## src/rtl/axi_dma_burst_planner.sv

```systemverilog
// Splits one DMA command into AXI-legal bursts valid for both the read and write address,
// honouring the beat cap, the address-boundary rule, narrow beats and FIXED bursts.
module axi_dma_burst_planner #(
    parameter int ADDR_WD       = 32,
    parameter int DATA_WD       = 32,
    parameter int LEN_WD        = 32,
    parameter int MAX_BURST_LEN = 16,
    parameter int BOUNDARY      = 4096,
    parameter int ID_WD         = 4
) (
    input  logic               clk,
    input  logic               rst,
    input  logic               cmd_valid,
    output logic               cmd_ready,
    input  logic [ADDR_WD-1:0] cmd_src_addr,
    input  logic [ADDR_WD-1:0] cmd_dst_addr,
    input  logic [1:0]         cmd_burst,
    input  logic [LEN_WD-1:0]  cmd_len,
    input  logic [2:0]         cmd_size,
    output logic               req_valid,
    input  logic               req_ready,
    output logic [ADDR_WD-1:0] req_src_addr,
    output logic [ADDR_WD-1:0] req_dst_addr,
    output logic [7:0]         req_len,
    output logic [2:0]         req_size,
    output logic [1:0]         req_burst,
    output logic               req_last,
    output logic [ID_WD-1:0]   req_id,
    output logic               err_valid,
    output logic [ID_WD-1:0]   err_id
);

    typedef enum logic {
        IDLE,
        EMIT
    } state_e;

    localparam logic [1:0] BURST_INCR = 2'd1;
    localparam int MAX_SIZE  = $clog2(DATA_WD / 8);
    localparam int BND_WD    = $clog2(BOUNDARY);
    localparam int FIXED_CAP = (MAX_BURST_LEN < 16) ? MAX_BURST_LEN : 16;
    localparam int CW0       = (LEN_WD > BND_WD + 1) ? LEN_WD : BND_WD + 1;
    // Wide enough for the byte remainder, the boundary room and 256 beats of 128 bytes.
    localparam int CW        = (CW0 > 16) ? CW0 : 16;

    state_e             state_q, state_d;
    logic [ADDR_WD-1:0] src_q, src_d;
    logic [ADDR_WD-1:0] dst_q, dst_d;
    logic [LEN_WD-1:0]  rem_q, rem_d;
    logic [2:0]         size_q, size_d;
    logic [1:0]         burst_q, burst_d;
    logic [ID_WD-1:0]   id_q, id_d;
    logic [ID_WD-1:0]   next_id_q, next_id_d;
    logic               err_valid_q, err_valid_d;
    logic [ID_WD-1:0]   err_id_q, err_id_d;

    logic [CW-1:0]      beats_rem, beats_src, beats_dst, beats_cap, n_beats;
    logic [LEN_WD-1:0]  burst_bytes;
    logic               burst_last;
    logic [ADDR_WD-1:0] addr_mask;
    logic [LEN_WD-1:0]  len_mask;
    logic               cmd_bad;

    // NOTE: every always_comb output is given a default first, so no path can infer a latch.
    always_comb begin
        beats_rem = CW'(rem_q) >> size_q;
        beats_src = (CW'(BOUNDARY) - CW'(src_q[BND_WD-1:0])) >> size_q;
        beats_dst = (CW'(BOUNDARY) - CW'(dst_q[BND_WD-1:0])) >> size_q;
        beats_cap = CW'(FIXED_CAP);
        if (burst_q == BURST_INCR) begin
            beats_cap = CW'(MAX_BURST_LEN);
            if (beats_src < beats_cap) beats_cap = beats_src;
            if (beats_dst < beats_cap) beats_cap = beats_dst;
        end
        n_beats     = (beats_rem < beats_cap) ? beats_rem : beats_cap;
        burst_bytes = LEN_WD'(n_beats << size_q);
        burst_last  = (burst_bytes == rem_q);
    end

    always_comb begin
        addr_mask = ~({ADDR_WD{1'b1}} << cmd_size);
        len_mask  = ~({LEN_WD{1'b1}} << cmd_size);
        cmd_bad   = (cmd_len == '0) || (cmd_burst > BURST_INCR) || (cmd_size > 3'(MAX_SIZE)) ||
                    ((cmd_src_addr & addr_mask) != '0) || ((cmd_dst_addr & addr_mask) != '0) ||
                    ((cmd_len & len_mask) != '0);
    end

    always_comb begin
        state_d     = state_q;
        src_d       = src_q;
        dst_d       = dst_q;
        rem_d       = rem_q;
        size_d      = size_q;
        burst_d     = burst_q;
        id_d        = id_q;
        next_id_d   = next_id_q;
        err_valid_d = 1'b0;
        err_id_d    = err_id_q;
        case (state_q)
            IDLE: begin
                if (cmd_valid) begin
                    if (cmd_bad) begin
                        err_valid_d = 1'b1;
                        err_id_d    = next_id_q;
                    end else begin
                        src_d     = cmd_src_addr;
                        dst_d     = cmd_dst_addr;
                        rem_d     = cmd_len;
                        size_d    = cmd_size;
                        burst_d   = cmd_burst;
                        id_d      = next_id_q;
                        next_id_d = next_id_q + 1'b1;
                        state_d   = EMIT;
                    end
                end
            end
            EMIT: begin
                if (req_ready) begin
                    rem_d = rem_q - burst_bytes;
                    if (burst_q == BURST_INCR) begin
                        src_d = src_q + ADDR_WD'(burst_bytes);
                        dst_d = dst_q + ADDR_WD'(burst_bytes);
                    end
                    if (burst_last) state_d = IDLE;
                end
            end
        endcase
    end

    // NOTE: state registers use non-blocking assignments only; all combinational math lives above.
    always_ff @(posedge clk) begin
        if (rst) begin
            state_q     <= IDLE;
            src_q       <= '0;
            dst_q       <= '0;
            rem_q       <= '0;
            size_q      <= '0;
            burst_q     <= '0;
            id_q        <= '0;
            next_id_q   <= '0;
            err_valid_q <= 1'b0;
            err_id_q    <= '0;
        end else begin
            state_q     <= state_d;
            src_q       <= src_d;
            dst_q       <= dst_d;
            rem_q       <= rem_d;
            size_q      <= size_d;
            burst_q     <= burst_d;
            id_q        <= id_d;
            next_id_q   <= next_id_d;
            err_valid_q <= err_valid_d;
            err_id_q    <= err_id_d;
        end
    end

    // Request fields come from the registered cursor only and read as zero outside EMIT.
    always_comb begin
        cmd_ready    = (state_q == IDLE);
        req_valid    = (state_q == EMIT);
        req_src_addr = req_valid ? src_q : '0;
        req_dst_addr = req_valid ? dst_q : '0;
        req_len      = req_valid ? 8'(n_beats - CW'(1)) : '0;
        req_size     = req_valid ? size_q : '0;
        req_burst    = req_valid ? burst_q : '0;
        req_last     = req_valid & burst_last;
        req_id       = req_valid ? id_q : '0;
        err_valid    = err_valid_q;
        err_id       = err_id_q;
    end

endmodule

```

## config.mk

```make
export PLATFORM = sky130hd
export DESIGN_NAME = axi_dma_burst_planner
export DESIGN_NICKNAME = d
export VERILOG_FILES = /design/src/rtl/axi_dma_burst_planner.sv
export SDC_FILE = /design/constraint.sdc
export NUM_CORES = 1
export LEC_CHECK = 0
export CAP_MARGIN = 25
export CORE_UTILIZATION = 49
export CTS_CLUSTER_DIAMETER = 150
export DETAILED_ROUTE_END_ITERATION = 7
export PLACE_DENSITY = 0.73
export SETUP_SLACK_MARGIN = 0.3
export SYNTH_ARGS = -nofsm -noshare
export SYNTH_HDL_FRONTEND = slang
export SYNTH_SLANG_ARGS = --single-unit
```

## constraint.sdc

```tcl
create_clock -name clk -period 12.35 [get_ports clk]
set_input_delay 2.47 -clock clk [delete_from_list [all_inputs] [get_ports clk]]
set_output_delay 2.47 -clock clk [all_outputs]
set_load 0.02 [all_outputs]
```

After elaboration in Yosys (flattened, before gate mapping). Index checks and enable logic that the tools add are counted.

Flip-flop bits (word level): 115. Input bits: 105. Output and inout port bits: 89.

Add/sub/neg operators: 7. Order comparisons: 5. Eq/ne operators: 6. Shifts and indexed selects: 5. Mux-type cells: 31. Bitwise gates (word level): 8. Reduce and logical (&&, ||, !) cells: 14.

Operator list (number): two-way mux 32 bit (18); one-hot mux 32 bit (2 select lines) (3); AND 32 bit (3); nonzero test 32 bit (3); >> shifter 32 x 3 -> 32 bit (3); adder 32 bit (2); less-than comparator 32 bit (2); equality test 32 bit (1); logical NOT 32 bit (1); less-than comparator 32 x 5 -> 1 bit, second input constant (1); inverter 32 bit (1); << shifter 32 x 3 -> 32 bit (1); << shifter 32 x 3 -> 32 bit, first input constant (1); subtractor 32 bit (1); subtractor 13 x 12 -> 14 bit, first input constant (2); AND reduction 3 bit (3); two-way mux 8 bit (1); subtractor 8 x 1 -> 8 bit, second input constant (1); inequality test 2 bit, second input constant (3); logical OR 1 bit (5); two-way mux 1 bit (5); adder 4 x 1 -> 4 bit, second input constant (1); two-way mux 4 bit (1); AND reduction 4 bit (1); 10 further kinds (12).

Logic depth before layout (Yosys ltp). Gate-level depths: netlist of run 1.

Depth after elaboration: 15. Depth in mapped cells: 48.

Least setup slack after synthesis of run 1. Ideal clock, no wire load.

Path kind: register to output. Start: reg dst_q[1]. End: out req_last. Arrival time: 7.785 ns. Setup slack: 2.095 ns. Cell stages (with the launch flop): 39. Buffers on the path: 2. Cell sequence: dfxtp_1 inv_1 ha_1 or4b_1 clkbuf_1 nor4b_1 a2bb2oi_1 o22ai_1 nand2_1 o21ai_0 o2bb2ai_1 ha_1 a21o_1 a21o_1 a21oi_1 o221ai_1 nor2_1 a41oi_4 (+3 left out) a21o_1 a21oi_1 nor2b_1 o21ai_0 nor4b_1 nand2_1 a21oi_1 or2_1 buf_6 mux2_2 mux2_2 a2bb2oi_1 o211a_1 ha_1 nand3_1 or4_1 nor4_1 and2_1.

Longest elaborated chain between the ends: 10.

Ends and longest elaborated chain: from (decl) (line 48) `logic [ADDR_WD-1:0] dst_q, dst_d;`; from (signal assigned) (line 146) `dst_q <= dst_d;`; subtractor 13 x 12 -> 14 bit (*) (line 68) `beats_dst = (CW'(BOUNDARY) - CW'(dst_q[BND_WD-1:0])) >> size_q;`; >> shifter 32 x 3 -> 32 bit (*) (line 68); less-than comparator 32 bit (line 73) `if (beats_dst < beats_cap) beats_cap = beats_dst;`; two-way mux 32 bit (*) (line 73); two-way mux 32 bit (*) (line 70) `if (burst_q == BURST_INCR) begin`; less-than comparator 32 bit (line 75) `n_beats = (beats_rem < beats_cap) ? beats_rem : beats_cap;`; two-way mux 32 bit (*) (line 75); << shifter 32 x 3 -> 32 bit (*) (line 76) `burst_bytes = LEN_WD'(n_beats << size_q);`; equality test 32 bit (*) (line 77) `burst_last = (burst_bytes == rem_q);`; AND 1 bit (*) (line 166) `req_last = req_valid & burst_last;`; to (decl) (line 27) `output logic req_last,`.

Mark *: on every way between the ends. The rest lies on a longest branch, timed or not.

Worst setup path after layout of run 1. Same ends and word-level chain as after synthesis.

==> results.toml, run 1 <==
[floorplan]
num_rows = 61
pin_count = 194
die_h_um = 170
die-width_um = 170
core_area_um2 = 27800
initial_core_util_pct = 49.8
dieArea_um2 = 28900

[drt]
viasPerCell = 6.08
vias = 14700
wl_mm = 46.7
drt-initial-drc-count = 1126
drtPass1Iterations = 7
drc = 0
drt.antenna.violating_nets = 0
routedWlPerCell_um = 19.3

[placed_design]
gp_congestion = 0.993
dp_cells = 2387
port_buffers = 193
dp_hpwl_mm = 35.4

[pwr]
comb_power_share_pct = 31.5
ir_drop_mv = 0.0695
p_per_area_nw_per_um2 = 77.3
power_frac_seq_pct = 29.8
switchingPower_uw = 441
pwr-share-clk_pct = 38.7
sw_frac_of_total_pct = 33.8
p_int_uw = 863
p_leak_nw = 6.59

[worst_setup_path]
worst_setup_path_end_kind = "primary output"
slowest_stage = "or4_1"
arrival_ns = 9.07
path_class = "reg -> out"
ff2ff_setup_slack_ns = 1.27
worst_setup_path_start_kind = "flop"
cp.required_ns = 9.88
cp_common_cell = "ha_1"
crit_fanout = 10
cp.buffers_inverters = 6
r2r_cells = 39
slowest_delay_ns = 0.57
cpLargestDelayFamily = "simple AND/OR/NAND/NOR gates"
crit_cells = 33

[clock_tree]
htreeDepth = 4
worst_skew_pair.late_latency_ns = 0.44
tritoncts = "done"
root_buffer = "clkbuf_16"
cts-buffers-inserted = 17
clock_sinks = 115
clock_path_buffers = 2
clk_pin_slew_worst_paths_ns = 0.06

[grt]
antenna_found_initial = 1
grt_first_pass_wirelength_mm = 73.2
grt_pass1_vias = 13600
grt_max_degree = 103
gr-total-overflow = 0
grt.total_usage_pct = 32.0

[layout]
final_nets = 2258
layout_commonest_cell = "nor2_1"
fill_cells = 2605
final_cell_mix = "nor2_1, clkdlybuf4s50_1, a21oi_1, nand2_1, ha_1"
area_delta_synth_final_pct = 22.0
drive_above_1_share_pct = 7.19
final_cells = 2423

[timing]
finalHoldViolations = 0
worstMarginPinSlew_ns = 0.912
fin_worst_skew_ns = 0.0155
final-max-slew-violation-count = 0
fmax_mhz = 86.7
tns_ns = 0
rsz0062_at_grt = "false"
slew_headroom_pct = 38.8
min_period_ns = 11.54
setup_viol = 0
period_share_pct = 93.4

[yosys]
synth_seq_cells = 115
synthXorXnorAreaFrac_pct = 5.06
syn_area_per_cell_um2 = 7.43
synth_edf_count = 0
synth-compound-area-share_pct = 28.0
muxShareOfSynthArea_pct = 10.2
post_synth_fa_ha_maj_area_fraction_pct = 11.2
synth_simple_gate_area_share_pct = 23.8
ys.flop_type = "dfxtp_1"
syn_inst = 1862
synth_warnings = 0
syn_area_um2 = 13800
ys_types = 88
yosysSeqAreaShare_pct = 16.6
synthArstFlopShare_pct = 0
synth_top_family_by_area = "compound AO/OA/AOI/OAI gates"

[status]
status = "complete, no violations"

[hold_path]
hold_path.class = "reg -> reg"
holdPathStages = 2

[run]
maxCapViolations = 0
per-stage QoR:
| step | instance area, um2 | hold WS (ns) | setup slack (ns) | utilization (%) | total power, mW |
|---|---|---|---|---|---|
| final | 16900 | 0.460 | 0.811 | 60.8 | 1.30 |
| after global routing | 16900 | 0.489 | 0.302 | 60.8 | 1.36 |
| after CTS | 16800 | 0.458 | 0.340 | 60.4 | 1.29 |
| after detailed placement | 16200 | 0.447 | 0.220 | 58.2 | 0.788 |
| after global placement | 16200 | 0.445 | 0.488 | 58.2 | 0.781 |
| after floorplan | 14000 | 0.432 | 2.10 | - | 0.671 |
power groups by stage:
stage               Sequential, mW  Combinational [mW]  Clock [mW]
floorplan                    0.392               0.280           0
global placement             0.396               0.385           0
detailed placement           0.396               0.392           0
CTS                          0.388               0.396       0.509
global route                 0.389               0.447       0.525
finish                       0.388               0.411       0.505
worst min-delay path, delay by kind of cell, from the launching register on:
kind / cells / cell delay, ns
flip-flops: 1 / 0.31
AO/OA/AOI/OAI: 1 / 0.05
AND/OR/NAND/NOR: 1 / 0.05
final cells by class:
| class | count | area, um2 | share of cell area (%) |
|---|---|---|---|
| Multi-Input combinational cell | 1605 | 11100 | 65.6 |
| Sequential cell | 115 | 2310 | 13.7 |
| Timing Repair Buffer | 226 | 2210 | 13.1 |
| Clock buffer | 19 | 433 | 2.56 |
| Inverter | 66 | 248 | 1.47 |
| Clock inverter | 13 | 136 | 0.808 |
| Antenna cell | 1 | 2.50 | 0.0148 |
| Tap cell | 378 | 473 | 2.80 |
worst paths after layout:
path                  from         to
setup reg to reg  dst_q[1]  dst_q[28]
hold / removal     id_q[3]    id_q[3]
hold reg to reg    id_q[3]    id_q[3]
setup / recovery  dst_q[1]   req_last
state kept, by name, indices dropped and copies added, names as in the netlist:
| signal | count |
|---|---|
| err_valid | 1 |
| src_q | 32 |
| burst_q | 2 |
| err_id | 4 |
| rem_q | 32 |
| next_id_q | 4 |
| req_valid | 1 |
| id_q | 4 |
| dst_q | 32 |
| size_q | 3 |
cell families (layout without fill, tap and decap cells):
group	count (synthesis)	count (layout)
simple gates	665	665
xor+xnor	80	80
flops	115	115
fa+ha+maj	122	122
compound gates	576	576
mux	121	121
other cells	2	42
buf+inv	181	324
cells in the mapped netlist, types with 58 or more instances:
cell        n  share of area (%)
xnor2_1    58                3.7
inv_1      64                1.7
o21ai_0    81                2.9
ha_1      119                 11
nor2_1    208                5.6
a211oi_1  105                5.7
and2_1     86                3.9
nand2_1   134                3.6
mux2i_1    82                5.9
clkbuf_1   83                2.3
a21oi_1   151                5.5
dfxtp_1   115                 17
timing repair:
action                                 4_1_cts  5_1_grt
gates resized for setup                      6       16
cloned                                       0        0
setup endpoints to repair                    1        2
buffers inserted                             0        2
pin swaps                                    1        7
endpoints found under the hold margin        0        0
hold buffers                                 0        0
routing by layer:
metal,share of wire [%],vias up,track usage [%]
met2,44,570,50.9
met4,3.5,0,12.9
li1,-,7194,-
met5,0,-,0
met3,7.3,94,5.51
met1,45,6881,42.8
Note: power is estimated with default switching activity, not from simulation.
==> run 2, diff against run 1 <==
- GPL_ROUTABILITY_DRIVEN: not set -> 0
==> results.toml, run 2 (synthesis results as in run 1) <==
[grt]
grt.total_usage_pct = 31.9
gr-total-overflow = 0
antenna_found_initial = 4
grt_first_pass_wirelength_mm = 73.7
grt_pass1_vias = 13800
grt_max_degree = 103

[clock_tree]
ctsHoldBuffers = 0
cts-buffers-inserted = 17
clk_pin_slew_worst_paths_ns = 0.06
htreeDepth = 4
clock_path_buffers = 2
root_buffer = "clkbuf_16"
post-cts-setup-buffers = 0
tritoncts = "done"
worst_skew_pair.late_latency_ns = 0.43
clock_sinks = 115

[placed_design]
port_buffers = 193
dp_hpwl_mm = 34.3
placed_area_um2 = 16100

[layout]
drive_above_1_share_pct = 6.89
final_area_um2 = 16800
final_nets = 2247
area_delta_synth_final_pct = 21.5
final_cell_mix = "nor2_1, clkdlybuf4s50_1, a21oi_1, nand2_1, ha_1"
layout_commonest_cell = "nor2_1"
fill_cells = 2545
reg.largest.list = "dst_q: 32 flops, rem_q: 32 flops, src_q: 32 flops"

[timing]
min_period_ns = 11.63
setup_viol = 0
tns_ns = 0
rsz0062_at_grt = "false"
period_share_pct = 94.1
holdWs_ns = 0.462
fin_worst_skew_ns = 0.0191
final-max-slew-violation-count = 0
slew_headroom_pct = 37.4
fmax_mhz = 86.0
finalHoldViolations = 0
worstMarginPinSlew_ns = 0.939

[run]
maxCapViolations = 0

[drt]
drt-initial-drc-count = 1599
drtPass1Iterations = 6
viasPerCell = 6.20
drt.antenna.violating_nets = 0
routedWlPerCell_um = 19.2
wl_mm = 46.3
vias = 14900
drc = 0

[hold_path]
hold_path.class = "reg -> reg"

[floorplan]
dieArea_um2 = 28900
initial_core_util_pct = 49.8
die_h_um = 170
die-width_um = 170
core_area_um2 = 27800
num_rows = 61
pin_count = 194

[worst_setup_path]
path_class = "reg -> out"
slowest_stage = "or4_1"
worst_setup_path_start_kind = "flop"
crit_fanout = 10
arrival_ns = 9.16
worst_setup_path_end_kind = "primary output"
cp.required_ns = 9.88
cp_common_cell = "ha_1"
slowest_delay_ns = 0.61

[pwr]
pwr-share-clk_pct = 38.5
power_frac_seq_pct = 30.1
sw_frac_of_total_pct = 33.3
ir_drop_mv = 0.0749
p_per_area_nw_per_um2 = 76.8
switchingPower_uw = 431
comb_power_share_pct = 31.3
p_leak_nw = 6.54
p_int_uw = 861

[status]
status = "complete, no violations"
[run 2: layout make-up]
cell class / count / area [um2] / area share (%)
antenna: 1 / 2.50 / 0.0149
clock buffer: 19 / 443 / 2.63
clock inverter: 11 / 114 / 0.677
inverter: 66 / 248 / 1.47
multi-input combinational: 1605 / 11100 / 65.9
sequential: 115 / 2310 / 13.7
tap: 378 / 473 / 2.81
timing repair buffer: 215 / 2140 / 12.7
[run 2: layer usage]
metal | share of wire, % | routed length (um) | track usage [%] | vias up
li1 | - | - | - | 7167
met1 | 43 | 19800 | 41.9 | 6998
met2 | 45 | 20800 | 50.9 | 660
met3 | 8.5 | 3920 | 6.12 | 112
met4 | 4.0 | 1850 | 13.7 | 4
met5 | 0.050 | 23 | 0 | -
[run 2: path summary, 6_finish.rpt]
path,from,endpoint,slack [ns],depth (start not counted)
worst max-delay path,dst_q[1],req_last,0.72,32
worst min-delay path,id_q[2],id_q[2],0.46,2
worst max register to register,dst_q[1],dst_q[28],1.13,39
worst min register to register,id_q[2],id_q[2],0.46,2
[run 2: worst max-delay path: cells and delay by family, from the launching register on]
| kind | cells | cell delay, ns |
|---|---|---|
| AND/OR/NAND/NOR | 11 | 2.80 |
| flip-flops | 1 | 0.38 |
| adder cells (fa/ha/maj) | 4 | 1.03 |
| buffers and inverters | 6 | 0.92 |
| multiplexers | 6 | 2.05 |
| AO/OA/AOI/OAI | 5 | 1.53 |
[run 2: repair_timing]
action / CTS / global route
gates resized for setup: 10 / 15
endpoints found under the setup margin: 1 / 2
pin swaps: 0 / 3
[run 2: per-stage QoR]
step	power, mW	setup WS (ns)	util [%]	std cells
2_1_floorplan	0.671	2.10	-	1901
3_3_place_gp	0.774	0.672	57.9	2376
3_5_place_dp	0.782	0.310	58.0	2377
4_1_cts	1.28	0.573	60.1	2407
5_1_grt	1.35	0.321	60.5	2409
6_report	1.29	0.723	60.5	2410
[run 2: power by group through the flow]
stage / clock network [mW] / logic [mW] / registers [mW]
after floorplan: 0 / 0.280 / 0.392
after global placement: 0 / 0.376 / 0.398
after detailed placement: 0 / 0.383 / 0.399
after CTS: 0.499 / 0.391 / 0.390
after global routing: 0.519 / 0.439 / 0.390
final: 0.497 / 0.405 / 0.389
==> run 3, diff against run 2 <==
- CAP_MARGIN: 25 -> 20
==> results.toml, run 3 (synthesis results as in run 1) <==
[status]
status = "complete, no violations"

[timing]
rsz0062_at_grt = "false"
min_period_ns = 11.60
period_share_pct = 93.9
fmax_mhz = 86.2
finalHoldViolations = 0
fin_worst_skew_ns = 0.0197
worstMarginPinSlew_ns = 1.08
setup_viol = 0
slew_headroom_pct = 27.9
final-max-slew-violation-count = 0
tns_ns = 0

[clock_tree]
root_buffer = "clkbuf_16"
tritoncts = "done"
cts-buffers-inserted = 17
clock_sinks = 115
post-cts-setup-buffers = 0
htreeDepth = 4
clk_pin_slew_worst_paths_ns = 0.06
worst_skew_pair.late_latency_ns = 0.43
ctsHoldBuffers = 0
clock_path_buffers = 2

[grt]
antenna_found_initial = 4
grt_pass1_vias = 13800
grt_max_degree = 103
gr-total-overflow = 0
grt_first_pass_wirelength_mm = 73.7
grt.total_usage_pct = 31.9

[hold_path]
hold_path.class = "reg -> reg"

[drt]
drt-initial-drc-count = 1509
routedWlPerCell_um = 19.2
wl_mm = 46.3
drc = 0
drt.antenna.violating_nets = 0
vias = 14900
drtPass1Iterations = 5
viasPerCell = 6.19

[worst_setup_path]
regToRegStartpoint = "dst_q[1]"
r2r_end = "dst_q[28]"
crit_fanout = 10
cp_common_cell = "ha_1"
path_class = "reg -> out"
cp.required_ns = 9.88
crit_end = "req_last"
critPathLaunch = "dst_q[1]"
slowest_stage = "or4_1"
worst_setup_path_end_kind = "primary output"
ff2ff_setup_slack_ns = 1.21
slowest_delay_ns = 0.62
r2r_cells = 39
worst_setup_path_start_kind = "flop"
arrival_ns = 9.13

[pwr]
power_frac_seq_pct = 30.3
comb_power_share_pct = 31.2
ir_drop_mv = 0.0749
p_int_uw = 860
pwr-share-clk_pct = 38.5
p_per_area_nw_per_um2 = 76.9
sw_frac_of_total_pct = 33.3
p_leak_nw = 6.51
switchingPower_uw = 429

[layout]
utilization_pct = 60.3
layout_commonest_cell = "nor2_1"
reg.largest.list = "dst_q: 32 flops, rem_q: 32 flops, src_q: 32 flops"
area_delta_synth_final_pct = 21.1
final_cell_mix = "nor2_1, clkdlybuf4s50_1, a21oi_1, nand2_1, ha_1"
drive_above_1_share_pct = 6.80
final_nets = 2245
seq_area_um2 = 2310
fill_cells = 2553
multi_input_area_um2 = 11100

[floorplan]
dieArea_um2 = 28900
initial_core_util_pct = 49.8
die-width_um = 170
num_rows = 61
core_area_um2 = 27800
die_h_um = 170
pin_count = 194

[placed_design]
port_buffers = 193
dp_hpwl_mm = 34.3

[run]
maxCapViolations = 0
==> run 3: cell types whose count changed in the layout (fill, tap and decap cells not counted) <==
| cell | before | now |
|---|---|---|
| buf_16 | 2 | 0 |
==> run 3: how the worst min path moves through the flow <==
stage | to | startpoint | slack [ns] | cells past startpoint
global placement | id_q[0] | id_q[0] | 0.44 | 2
global route | id_q[1] | id_q[1] | 0.49 | 2
CTS | id_q[0] | id_q[0] | 0.46 | 2
finish | id_q[0] | id_q[0] | 0.46 | 2
detailed placement | id_q[0] | id_q[0] | 0.45 | 2
floorplan | id_q[0] | id_q[0] | 0.43 | 2
==> run 3: critical path, delay by kind of cell (launching register included) <==
kind,cells,cell delay (ns)
AND/OR/NAND/NOR,11,2.81
multiplexers,6,2.05
AO/OA/AOI/OAI,5,1.48
adder cells (fa/ha/maj),4,1.03
buffers and inverters,6,0.93
flip-flops,1,0.38
==> run 3: area by class of cell <==
| cell class | instances | area share (%) |
|---|---|---|
| Multi-Input combinational cell | 1605 | 66.1 |
| Antenna cell | 1 | 0.0149 |
| Tap cell | 378 | 2.82 |
| Inverter | 66 | 1.48 |
| Sequential cell | 115 | 13.8 |
| Timing Repair Buffer | 213 | 12.4 |
| Clock inverter | 11 | 0.679 |
| Clock buffer | 19 | 2.64 |
==> run 3: what timing repair did <==
action / 4_1_cts / 5_1_grt
endpoints found under the setup margin: 1 / 2
resized for setup: 10 / 15
endpoints found under the hold margin: 0 / 0
pin swaps: 0 / 3
cloned: 0 / 0
==> run 3: power by group through the flow <==
stage	clock, mW	sequential, mW	combinational, mW
CTS	0.499	0.390	0.391
floorplan	0	0.392	0.280
global route	0.519	0.392	0.436
global placement	0	0.398	0.376
finish	0.496	0.391	0.402
detailed placement	0	0.399	0.383
==> run 3: per-layer routing <==
| layer | vias up | global-route usage, % | routed length [um] | part of all wire, % |
|---|---|---|---|---|
| met3 | 103 | 6.12 | 3780 | 8.2 |
| met5 | - | 0 | 23 | 0.050 |
| met4 | 4 | 13.7 | 1850 | 4.0 |
| li1 | 7158 | - | - | - |
| met2 | 644 | 50.9 | 20600 | 45 |
| met1 | 7006 | 41.9 | 20000 | 43 |
==> run 3: metrics by stage <==
step / hold WS [ns] / power [mW] / std cells / area (um2) / setup slack (ns)
after detailed placement: 0.449 / 0.782 / 2377 / 16100 / 0.310
after floorplan: 0.432 / 0.671 / 1901 / 14000 / 2.10
final: 0.456 / 1.29 / 2408 / 16800 / 0.754
after global routing: 0.488 / 1.35 / 2407 / 16800 / 0.314
after global placement: 0.443 / 0.774 / 2376 / 16100 / 0.672
after CTS: 0.459 / 1.28 / 2407 / 16700 / 0.573
